===== config.mk =====
export PLATFORM = sky130hd
export DESIGN_NAME = key_spi_tx
export DESIGN_NICKNAME = d
export VERILOG_FILES = /design/src/rtl/key_spi_tx_pkg.sv /design/src/rtl/key_fifo.sv /design/src/rtl/key_spi_tx.sv
export SDC_FILE = /design/constraint.sdc
export NUM_CORES = 1
export LEC_CHECK = 0
export BUFFER_PORTS_ARGS = -buffer_cell sky130_fd_sc_hd__buf_4
export CORE_MARGIN = 4
export CORE_UTILIZATION = 56
export CTS_BUF_LIST = sky130_fd_sc_hd__clkbuf_8
export CTS_CLUSTER_DIAMETER = 150
export DETAILED_ROUTE_END_ITERATION = 10
export HOLD_SLACK_MARGIN = 0.03
export PLACE_DENSITY = 0.77
export SETUP_SLACK_MARGIN = 0.1
export SLEW_MARGIN = 25
export SYNTH_ARGS = -nofsm -noshare
export SYNTH_HDL_FRONTEND = slang
export SYNTH_SLANG_ARGS = --single-unit

===== constraint.sdc =====
create_clock -name clk -period 2.2 [get_ports clk]
set_input_delay 0 -clock clk [delete_from_list [all_inputs] [get_ports clk]]
set_output_delay 0 -clock clk [all_outputs]
set_load 0.05 [all_outputs]

===== src/rtl/key_spi_tx_pkg.sv =====
// rtl/key_spi_tx_pkg.sv - shared types and constants for the keypad SPI transmitter
package key_spi_tx_pkg;

  localparam int FRAME_W     = 8;
  localparam int KEY_W       = 7;
  localparam int SHIFT_EDGES = 2 * FRAME_W;
  localparam bit SPI_CPOL    = 1'b0;

  typedef enum logic [2:0] {
    ST_IDLE  = 3'd0,
    ST_SETUP = 3'd1,
    ST_SHIFT = 3'd2,
    ST_HOLD  = 3'd3,
    ST_GAP   = 3'd4
  } state_e;

endpackage


===== src/rtl/key_fifo.sv =====
// rtl/key_fifo.sv - first-word-fall-through FIFO buffering key codes
module key_fifo #(
  parameter int WIDTH = 8,
  parameter int DEPTH = 4
) (
  input  logic             clk,
  input  logic             rst,
  input  logic             push,
  input  logic             pop,
  input  logic [WIDTH-1:0] din,
  output logic [WIDTH-1:0] dout,
  output logic             full,
  output logic             empty
);

  localparam int AW = (DEPTH > 1) ? $clog2(DEPTH) : 1;
  localparam int CW = AW + 1;

  logic [WIDTH-1:0] mem_q [DEPTH];
  logic [AW-1:0]    wr_ptr_q;
  logic [AW-1:0]    rd_ptr_q;
  logic [CW-1:0]    count_q;
  logic             do_push;
  logic             do_pop;

  assign empty   = (count_q == '0);
  assign full    = (count_q == CW'(DEPTH));
  assign do_pop  = pop & ~empty;
  // A full FIFO still accepts a write when the same cycle frees a slot.
  assign do_push = push & (~full | do_pop);
  assign dout    = mem_q[rd_ptr_q];

  always_ff @(posedge clk or posedge rst) begin
    if (rst) begin
      wr_ptr_q <= '0;
      rd_ptr_q <= '0;
      count_q  <= '0;
    end else begin
      if (do_push) wr_ptr_q <= wr_ptr_q + 1'b1;
      if (do_pop)  rd_ptr_q <= rd_ptr_q + 1'b1;
      if (do_push && !do_pop) begin
        count_q <= count_q + 1'b1;
      end else if (do_pop && !do_push) begin
        count_q <= count_q - 1'b1;
      end
    end
  end

  always_ff @(posedge clk) begin
    if (do_push) mem_q[wr_ptr_q] <= din;
  end

endmodule


===== src/rtl/key_spi_tx.sv =====
// rtl/key_spi_tx.sv - buffers keypad codes and sends each as an 8-bit SPI mode-0 frame
module key_spi_tx
  import key_spi_tx_pkg::*;
#(
  parameter int FIFO_DEPTH = 4,
  parameter int CLK_DIV    = 4
) (
  input  logic             clk,
  input  logic             rst,
  input  logic             data_ready,
  input  logic [KEY_W-1:0] key_code,
  output logic             sclk,
  output logic             mosi,
  output logic             cs_n,
  output logic             busy,
  output logic             overflow
);

  localparam int               TW     = (CLK_DIV > 1) ? $clog2(CLK_DIV) : 1;
  localparam logic [TW-1:0]    T_LAST = TW'(CLK_DIV - 1);
  localparam int               EW     = $clog2(SHIFT_EDGES);
  localparam logic [EW-1:0]    E_LAST = EW'(SHIFT_EDGES - 1);

  state_e             state_q, state_d;
  logic [TW-1:0]      timer_q, timer_d;
  logic [EW-1:0]      edge_q, edge_d;
  logic [FRAME_W-1:0] shreg_q, shreg_d;
  logic               sclk_q, sclk_d;
  logic               loaded_q, loaded_d;
  logic               dr_q;
  logic               overflow_q;
  logic               push;
  logic               pop;
  logic               fifo_full;
  logic               fifo_empty;
  logic [FRAME_W-1:0] fifo_dout;
  logic               t_done;
  logic               frame_active;

  assign push   = data_ready & ~dr_q;
  assign t_done = (timer_q == T_LAST);

  key_fifo #(
    .WIDTH (FRAME_W),
    .DEPTH (FIFO_DEPTH)
  ) u_fifo (
    .clk   (clk),
    .rst   (rst),
    .push  (push),
    .pop   (pop),
    .din   ({{(FRAME_W - KEY_W){1'b0}}, key_code}),
    .dout  (fifo_dout),
    .full  (fifo_full),
    .empty (fifo_empty)
  );

  always_ff @(posedge clk or posedge rst) begin
    if (rst) begin
      state_q    <= ST_IDLE;
      timer_q    <= '0;
      edge_q     <= '0;
      shreg_q    <= '0;
      sclk_q     <= SPI_CPOL;
      loaded_q   <= 1'b0;
      dr_q       <= 1'b0;
      overflow_q <= 1'b0;
    end else begin
      state_q  <= state_d;
      timer_q  <= timer_d;
      edge_q   <= edge_d;
      shreg_q  <= shreg_d;
      sclk_q   <= sclk_d;
      loaded_q <= loaded_d;
      dr_q     <= data_ready;
      if (push && fifo_full && !pop) overflow_q <= 1'b1;
    end
  end

  // loaded_q marks the one cycle between popping a code and dropping cs_n;
  // the end of GAP pops directly so the next frame starts one cycle later.
  always_comb begin
    state_d  = state_q;
    timer_d  = timer_q;
    edge_d   = edge_q;
    shreg_d  = shreg_q;
    sclk_d   = sclk_q;
    loaded_d = loaded_q;
    pop      = 1'b0;
    case (state_q)
      ST_IDLE: begin
        if (loaded_q) begin
          state_d  = ST_SETUP;
          loaded_d = 1'b0;
          timer_d  = '0;
        end else if (!fifo_empty) begin
          pop      = 1'b1;
          shreg_d  = fifo_dout;
          loaded_d = 1'b1;
        end
      end
      ST_SETUP: begin
        if (t_done) begin
          state_d = ST_SHIFT;
          timer_d = '0;
        end else begin
          timer_d = timer_q + 1'b1;
        end
      end
      ST_SHIFT: begin
        if (t_done) begin
          timer_d = '0;
          sclk_d  = ~sclk_q;
          edge_d  = edge_q + 1'b1;
          if (sclk_q) begin
            if (edge_q == E_LAST) state_d = ST_HOLD;
            else shreg_d = {shreg_q[FRAME_W-2:0], 1'b0};
          end
        end else begin
          timer_d = timer_q + 1'b1;
        end
      end
      ST_HOLD: begin
        if (t_done) begin
          state_d = ST_GAP;
          timer_d = '0;
        end else begin
          timer_d = timer_q + 1'b1;
        end
      end
      ST_GAP: begin
        if (t_done) begin
          state_d = ST_IDLE;
          timer_d = '0;
          if (!fifo_empty) begin
            pop      = 1'b1;
            shreg_d  = fifo_dout;
            loaded_d = 1'b1;
          end
        end else begin
          timer_d = timer_q + 1'b1;
        end
      end
      default: state_d = ST_IDLE;
    endcase
  end

  assign frame_active = (state_q == ST_SETUP) || (state_q == ST_SHIFT) || (state_q == ST_HOLD);
  assign cs_n         = ~frame_active;
  assign mosi         = frame_active & shreg_q[FRAME_W-1];
  assign sclk         = sclk_q;
  assign busy         = (state_q != ST_IDLE) | loaded_q | ~fifo_empty;
  assign overflow     = overflow_q;

endmodule


After elaboration in Yosys (flattened, before gate mapping) --
Memory sizes are Yosys's and may differ from the RTL's. Index checks and enable logic that the tools add are counted.
Operators by class: multiplexer cells 29, reductions and logical operators 22, add/subtract/negate cells 6, bitwise logic cells 12, equality and inequality tests 17
Operators by type and width (number):
- $mux 8 | 6
- $mux 3 | 9
- $pmux 8 s3 | 1
- $ne 2x2->1 const B | 10
- $pmux 3 s5 | 1
- $mux 1 | 7
- $reduce_and 7->1 | 1
- $add 2x1->2 const B | 3
- $eq 3x2->1 const B | 2
- $eq 3x3->1 const B | 2
- $logic_not 3->1 | 2
- $reduce_and 6->1 | 1
- $reduce_bool 2->1 | 3
- $reduce_bool 3->1 | 2
- $not 1->1 | 5
- $add 4x1->4 const B | 1
- $and 1x1->1 | 4
- $eq 4x4->1 const B | 1
- $logic_and 1x1->1 | 4
- $mux 2 | 2
- $pmux 1 s2 | 2
- $pmux 2 s2 | 1
- $reduce_and 2->1 | 2
- $reduce_or 4->1 | 1
- 8 further kinds | 13
Word-level totals: memories 1, output and inout port bits 5, input port bits 10, register bits 28, word-level logic and storage cells 98, bits in writable memories 28
Memory list:
- u_fifo.mem_q | depth 4, bits a word 7, rd ports 1, clocked after Yosys merged registers in 0, write ports 1, RTL line key_fifo.sv:19 | logic [WIDTH-1:0] mem_q [DEPTH];

Depth between registers and ports, before layout --
Gate-level depths: netlist (run 1).
depth in word-level cells 11, mapped depth 10, mapped depth without buffers 10

By module --
Synthesis (run 1) repeated with hierarchy kept, for this count alone.
Unflattened totals: cells, all modules 182, area, all modules 2780.2 sq um
Modules (own cells, without submodules):
- key_fifo | sequential area each 1136.1 sq um, times used 1, area an instance 1595.3 sq um, cells an instance 78
- key_spi_tx | sequential area each 525.5 sq um, times used 1, area an instance 1184.9 sq um, cells an instance 104

Least setup slack after synthesis (run 1) --
No wires, ideal clock.
kind register to register, from reg state_q[0], to reg u_fifo.count_q[1], stages on the path, launching flop included 9, path slack -0.151 ns, data arrival time 2.226 ns, data required time 2.075 ns, clock period less this slack 2.351 ns, buffers on the path 1, library setup time 0.125 ns, cell sequence dfrtp_1 > or2_2 > clkbuf_1 > a211oi_1 > inv_1 > ha_1 > inv_1 > fa_1 > mux2_2
On the way: longest elaborated chain between the ends 8, elaborated cells on any way between the ends 12, those cells by class eq/ne: 1; mux: 2; bitwise: 3; reduce/logical: 6
Ends and longest elaborated chain:
- start, declared | RTL line key_spi_tx.sv:24 | state_e state_q, state_d;
- start signal, assigned | RTL line key_spi_tx.sv:68 | state_q <= state_d;
- $eq 3x3->1 or $logic_not 3->1 (tied branches) | RTL line key_spi_tx.sv:89 | case (state_q)
- $pmux 1 s2 (*) | RTL line key_spi_tx.sv:89
- $and 1x1->1 (*) | RTL line key_fifo.sv:28 | assign do_pop = pop & ~empty;
- $or 1x1->1 | RTL line key_fifo.sv:30 | assign do_push = push & (~full | do_pop);
- $and 1x1->1 | RTL line key_fifo.sv:30
- $logic_not 1->1 | RTL line key_fifo.sv:43 | end else if (do_pop && !do_push) begin
- $logic_and 1x1->1 | RTL line key_fifo.sv:43
- $reduce_bool 2->1 (no source line)
- end signal, assigned | RTL line key_fifo.sv:42 | count_q <= count_q + 1'b1;
- end signal, assigned | RTL line key_fifo.sv:44 | count_q <= count_q - 1'b1;
- end, declared | RTL line key_fifo.sv:22 | logic [CW-1:0] count_q;
Mark *: on every way between the ends. The rest lies on a longest branch, timed or not. A chain may end at the register's enable or synchronous reset.

Worst setup path in the final report (run 1) --
from reg state_q[0], to reg u_fifo.count_q[2]
On the way: longest elaborated chain between the ends 8, elaborated cells on any way between the ends 12, those cells by class eq/ne: 1; mux: 2; bitwise: 3; reduce/logical: 6
Ends and longest elaborated chain:
- $eq 3x3->1 or $logic_not 3->1 (tied branches) | RTL line key_spi_tx.sv:89
- $pmux 1 s2 (*) | RTL line key_spi_tx.sv:89
- $and 1x1->1 (*) | RTL line key_fifo.sv:28
- $or 1x1->1 (*) | RTL line key_fifo.sv:30
- $and 1x1->1 (*) | RTL line key_fifo.sv:30
- named net u_fifo.do_push | RTL line key_fifo.sv:23 | logic do_push;
- $logic_not 1->1 | RTL line key_fifo.sv:43
- $logic_and 1x1->1 | RTL line key_fifo.sv:43
- $reduce_bool 2->1 (no source line)
Mark *: on every way through the listed nets, which the timed path passes. The rest lies on a longest branch.

==> impl_metrics.toml, run 1 <==
[timing]
min_period_over_period = 0.941
finalSetupViolations = 0
slew_headroom = 0.646
period_minus_slack_ns = 2.07
tns_ns = 0
whs_ns = 0.324
clock.fmax_ghz = 0.483
report.final.slew_viol_count = 0
hold_viol_final = 0
fin_worst_skew_ns = 0.00815
grt_setup_unrepaired = "yes"
worst-slew-pin-transition_ns = 0.530

[floorplanning]
coreArea_um2 = 4320
initial_core_util = 0.578
dieWidth_um = 74.8
pin_count = 15
rows = 24
die_area_um2 = 5600
dieHeight_um = 74.8

[yosys]
synth_top_family_by_area = "multiplexers"
ys_async_sr_fraction = 0.500
synth_top_flop_cell = "edfxtp_1"
muxShareOfSynthArea = 0.139
seq_area_frac_synth = 0.617
ys_types = 36
synthCells = 167
synth_area_um2 = 2500
synth_warnings = 0
synth_compound_area_frac = 0.0581
synth_edf_count = 28
syn_avg_cell_area_um2 = 15.0
synthesis.nets = 185
synth_xor_area_frac = 0.0385
yosys.area_share.simple = 0.0836
synth_seq_cells = 56
synthAdderAreaFrac = 0.0430

[placed_design]
gp_congestion = 0.814
placed_cells = 235
dp_hpwl_um = 2990
dpl-instance-area_um2 = 2740
port_buffers = 14

[worst_setup_path]
critPathRequiredTime_ns = 2.44
crit_fanout = 6
cp-end-kind = "register"
setup.worst_path.class = "reg -> reg"
start_kind = "register"
cp.arrival_ns = 2.31
rr_worst_depth = 9

[global_routing]
grt_max_degree = 29
grt_overflow = 0
track_usage = 0.186
grt_pass1_wl_um = 7510
grt_pass1_vias = 1521
antenna_found_initial = 0

[routing]
wirelength_um = 4530
viasPerCell = 5.70
ant_nets = 0
drtIter0Drc = 71
num_vias = 1466
remaining_drc_errors = 0
wl_per_cell_um = 17.6
dr.pass1.iters = 4

[clock_network]
cts_num_sinks = 56
h-tree-depth = 2
cts_buffer_depth = 2
clock_latency_ns = 0.31
cts_tree = "done"
cts_made_buffers = 5
cts-root-buf = "clkbuf_8"
cts.clk_slew.worst_paths_ns = 0.10

[finish]
final_common_cell = "edfxtp_1"
design_area_um2 = 2990
stdcell_count = 257
nets = 222
drive_gt1_frac = 0.337
antenna_cells = 0
final_util = 0.691
mostFrequentLayoutCells = "28 x edfxtp_1, 27 x dfrtp_1, 27 x buf_4, 16 x mux2_2, 9 x dlygate4sd3_1"
areaGrowthSynthToFinish_pct = 19.6

[min_path]
hold_path.class = "in -> async"

[run_status]
status = "complete, no violations"

[pwr]
p_per_area_nw_per_um2 = 1370
peakVddDrop_mv = 0.832
power.leakage_uw = 0.00115

[job]
maxCapViolations = 0
stage by stage:
stage | setup WS (ns) | power (µW)
2_1_floorplan | 0.0258 | 2930
3_3_place_gp | 0.144 | 3210
3_5_place_dp | 0.0522 | 3330
4_1_cts | 0.0949 | 4060
5_1_grt | 0.0555 | 4350
6_report | 0.129 | 4090
kinds of logic after synthesis:
family          after synthesis
flops                        56
simple gates                 38
mux                          24
compound gates               17
buf+inv                      13
xor+xnor                     11
fa+ha+maj                     8
sequential cells by signal (all words and copies together) (netlist names), 2 cells and up:
name             cells
u_fifo.mem_q        28
u_fifo.wr_ptr_q      2
shreg_q              8
u_fifo.rd_ptr_q      2
timer_q              2
edge_q               4
state_q              3
u_fifo.count_q       3
critical path, stage by stage (launching register included):
cell and delay [ns]:
dfrtp_1 0.39, or2_4 0.29, a21o_1 0.20, a31oi_4 0.17, ha_4 0.17, inv_2 0.03, fa_2 0.32, xor2_1 0.14
nor2_1 0.12, xor2_1 0.15
routing by layer:
layer / GRT usage / vias to the layer above / wire length (µm)
met5: 0 / - / 0
met1: 0.238 / 750 / 1960
li1: - / 683 / -
met3: 0.0401 / 5 / 170
met4: 0.0692 / 0 / 65
met2: 0.314 / 28 / 2340
power by group:
group          leakage, µW  switching (µW)  internal [µW]  total (µW)
Combinational     0.000508             858            892        1750
Sequential        0.000589             270           1410        1680
Clock            0.0000558             325            337         663
final cells by class:
| class | count | area [µm²] |
|---|---|---|
| Fill cell | 292 | 1340 |
| Multi-Input combinational cell | 98 | 951 |
| Inverter | 7 | 26.3 |
| Sequential cell | 56 | 1540 |
| Tap cell | 52 | 65.1 |
| Timing Repair Buffer | 36 | 293 |
| Clock buffer | 5 | 68.8 |
| Clock inverter | 3 | 42.5 |
final timing paths:
kind	startpoint	endpoint	slack [ns]
setup / recovery	state_q[0]$_DFFE_PP0P_	u_fifo.count_q[2]$_DFFE_PP0P_	0.13
hold / removal	rst	u_fifo.wr_ptr_q[1]$_DFFE_PP0P_	0.32
hold reg to reg	edge_q[3]$_DFFE_PP0P_	edge_q[3]$_DFFE_PP0P_	0.50
min in group clk	data_ready	dr_q$_DFF_PP0_	0.35
max in group asynchronous	rst	timer_q[0]$_DFFE_PP0P_	1.59
setup reg to reg	state_q[0]$_DFFE_PP0P_	u_fifo.count_q[2]$_DFFE_PP0P_	0.13
synthesized netlist by cell type (2+ instances only):
cell       n  share of area
clkbuf_1   3         0.0045
a211oi_1   2         0.0060
nand2_1    7          0.011
xor2_1     5          0.018
o21ai_0    2         0.0040
nor2_1     8          0.012
mux2_2    16          0.072
or2_2      2         0.0050
xnor2_1    6          0.021
mux4_2     7          0.063
buf_2      3         0.0060
and2_1     4          0.010
nor3_1     4         0.0080
a31oi_4    2          0.017
nand3_1    3         0.0060
dfrtp_1   28           0.28
edfxtp_1  28           0.34
a31oi_1    2         0.0050
a21oi_1    4         0.0080
inv_1      7          0.011
nand2b_1   3         0.0075
ha_1       7          0.035
what timing repair did:
item | in CTS | in global routing
hold buffers | 9 | 0
setup endpoints to repair | 2 | 2
resized for setup | 2 | 0
pin swaps | 2 | 1
setup buffers | 3 | 2
cloned | 0 | 0
hold endpoints to repair | 57 | 0
(Power assumes the default switching activity.)
==> run 2: changes to the inputs <==
--- a/config.mk
+++ b/config.mk
@@ -5,6 +5,7 @@
 export SDC_FILE = /design/constraint.sdc
 export NUM_CORES = 1
 export LEC_CHECK = 0
+export ABC_AREA = 1
 export BUFFER_PORTS_ARGS = -buffer_cell sky130_fd_sc_hd__buf_4
 export CORE_MARGIN = 4
 export CORE_UTILIZATION = 56
==> impl_metrics.toml, run 2 <==
[run_status]
status = "complete, no violations"

[global_routing]
busiest_layer = "met2"
met3_usage = 0.0414
antenna_found_initial = 0
track_usage = 0.180
grt_overflow = 0
use_met2 = 0.299
grt_pass1_vias = 1821
grt_pass1_wl_um = 8370
grtUsageMet1 = 0.235
grt_max_degree = 29

[routing]
viasPerCell = 5.13
dr.pass1.iters = 4
drtIter0Drc = 166
wl_per_cell_um = 13.6
ant_nets = 0
wirelength_um = 4890
remaining_drc_errors = 0
num_vias = 1851

[finish]
final_util = 0.689
mostFrequentLayoutCells = "95 x nand2_1, 34 x nand3_1, 28 x buf_4, 28 x edfxtp_1, 27 x dfrtp_1"
antenna_cells = 0
seqCellArea_um2 = 1540
nets = 326
n_fill_cell = 334
largestRegisters = "u_fifo.mem_q: 28 flops, shreg_q: 8 flops, edge_q: 4 flops"
areaGrowthSynthToFinish_pct = 16.9
final_common_cell = "nand2_1"
design_area_um2 = 3060
regMostFlops = "u_fifo.mem_q"
multi_input_area_um2 = 957
drive_gt1_frac = 0.191
largest_register_ff_count = 28

[yosys]
ys_types = 28
synth_warnings = 0
synth_area_leaders = "edfxtp_1 32%, dfrtp_1 27%, nand2_1 14%"
synth_area_um2 = 2620
yosysTopAreaCell = "edfxtp_1"
seq_area_frac_synth = 0.588
synth.most_common_cell = "nand2_1"
synth_top_area_share = 0.321
ys_top_cells_by_count = "95 x nand2_1, 34 x nand3_1, 28 x dfrtp_1, 28 x edfxtp_1, 21 x inv_1"
synthCells = 270
ys_async_sr_fraction = 0.500
synth_top_flop_cell = "edfxtp_1"
syn_avg_cell_area_um2 = 9.70
synthesis.nets = 288
synth_edf_count = 28
synth_seq_cells = 56

[pwr]
combPwrFrac = 0.136
power_uw = 2240
peakVddDrop_mv = 0.589
power_switching_uw = 559
power.leakage_uw = 0.00140
power_frac_clock = 0.297
p_per_area_nw_per_um2 = 730
intPower_uw = 1680
swShare = 0.250
p_seq_frac = 0.567

[job]
maxCapViolations = 0

[timing]
fin_worst_skew_ns = 0.0118
report.final.slew_viol_count = 0
whs_ns = 0.340
clock.fmax_ghz = 0.501
hold_viol_final = 0
tns_ns = 0
worst-slew-pin-transition_ns = 0.504
min_period_over_period = 0.907
period_minus_slack_ns = 2.00
finalSetupViolations = 0
slew_headroom = 0.663
grt_setup_unrepaired = "no"

[clock_network]
cts_num_sinks = 56
cts_tree = "done"
cts.clk_slew.worst_paths_ns = 0.09
cts-root-buf = "clkbuf_8"
clock_latency_ns = 0.31
h-tree-depth = 2
cts_buffer_depth = 2
cts_made_buffers = 5

[worst_setup_path]
critPathBufInv = 2
critPathSlowestCell = "dfrtp_1"
path_common_cell = "nand3_1"
start_kind = "register"
cp.arrival_ns = 2.19
path_delay_family = "adder cells"
cp-end-kind = "register"
crit_path_cell_trace = "ha_2, nand3_1, nand3_1, nand2_2, inv_1, ha_1, inv_2, fa_2, a21oi_1, o21ai_1, xor2_1"
slowest_delay_ns = 0.38
setup.worst_path.class = "reg -> reg"
crit_fanout = 3
critPathRequiredTime_ns = 2.39

[placed_design]
gp_congestion = 0.794
dpl-instance-area_um2 = 2840
dp_hpwl_um = 3400
port_buffers = 14

[floorplanning]
die_area_um2 = 5840
dieWidth_um = 76.4
dieHeight_um = 76.4
initial_core_util = 0.590
pin_count = 15
coreArea_um2 = 4440
rows = 24

[min_path]
hold_path.class = "in -> async"
run 2: cell count changes after synthesis, moves of 4 or more:
cell / delta
mux4_2: -7
nand3_1: +31
nand2_1: +88
and2_1: -4
inv_1: +14
nand2_2: +8
mux2_2: -15
run 2: per-layer routing:
metal | vias up | routed length (µm)
li1 | 949 | -
met1 | 860 | 2210
met2 | 37 | 2420
met3 | 5 | 207
met4 | 0 | 57
met5 | - | 0
run 2: final timing paths:
path	from	to	depth (start not counted)	slack, ns
max in group asynchronous	rst	u_fifo.count_q[0]$_DFFE_PP0P_	4	1.58
min in group clk	data_ready	dr_q$_DFF_PP0_	2	0.35
max reg2reg	timer_q[0]$_DFFE_PP0P_	u_fifo.count_q[2]$_DFFE_PP0P_	11	0.20
min	rst	u_fifo.wr_ptr_q[0]$_DFFE_PP0P_	4	0.34
min reg2reg	timer_q[0]$_DFFE_PP0P_	timer_q[0]$_DFFE_PP0P_	1	0.49
max	timer_q[0]$_DFFE_PP0P_	u_fifo.count_q[2]$_DFFE_PP0P_	11	0.20
run 2: cell families after synthesis:
group,after synthesis,synth area share
multiplexers,1,0.00430
buffers and inverters,29,0.0501
adder cells (fa/ha/maj),8,0.0411
AND/OR/NAND/NOR,159,0.273
AO/OA/AOI/OAI,10,0.0196
flip-flops,56,0.588
XOR/XNOR,7,0.0234
run 2: worst min-delay path: stages:
cell and delay, ns:
dlygate4sd3_1 0.56, buf_4 0.14, inv_1 0.04, buf_4 0.32
run 2: area by class of cell:
class,instances,area share
clock buffer,5,0.0225
tap,52,0.0212
inverter,23,0.0282
multi-input combinational,185,0.312
sequential,56,0.504
clock inverter,3,0.0139
timing repair buffer,37,0.0980
run 2: per-stage QoR:
stage               cells  worst slack [ns]
floorplan             270             0.121
global route          361            0.0601
CTS                   359             0.158
detailed placement    342             0.175
finish                361             0.204
global placement      342             0.200
run 2: repair_timing:
action | 4_1_cts | 5_1_grt
hold buffers | 9 | 0
endpoints found under the setup margin | 0 | 2
gates resized for setup | 0 | 6
hold endpoints to repair | 57 | 0
buffers inserted | 0 | 2
run 2: power by group through the flow:
| stage | sequential [µW] | clock, µW | combinational, µW |
|---|---|---|---|
| finish | 1270 | 664 | 304 |
| global route | 1280 | 729 | 363 |
| CTS | 1260 | 677 | 296 |
| detailed placement | 1280 | 0 | 281 |
| global placement | 1280 | 0 | 271 |
| floorplan | 1270 | 0 | 193 |
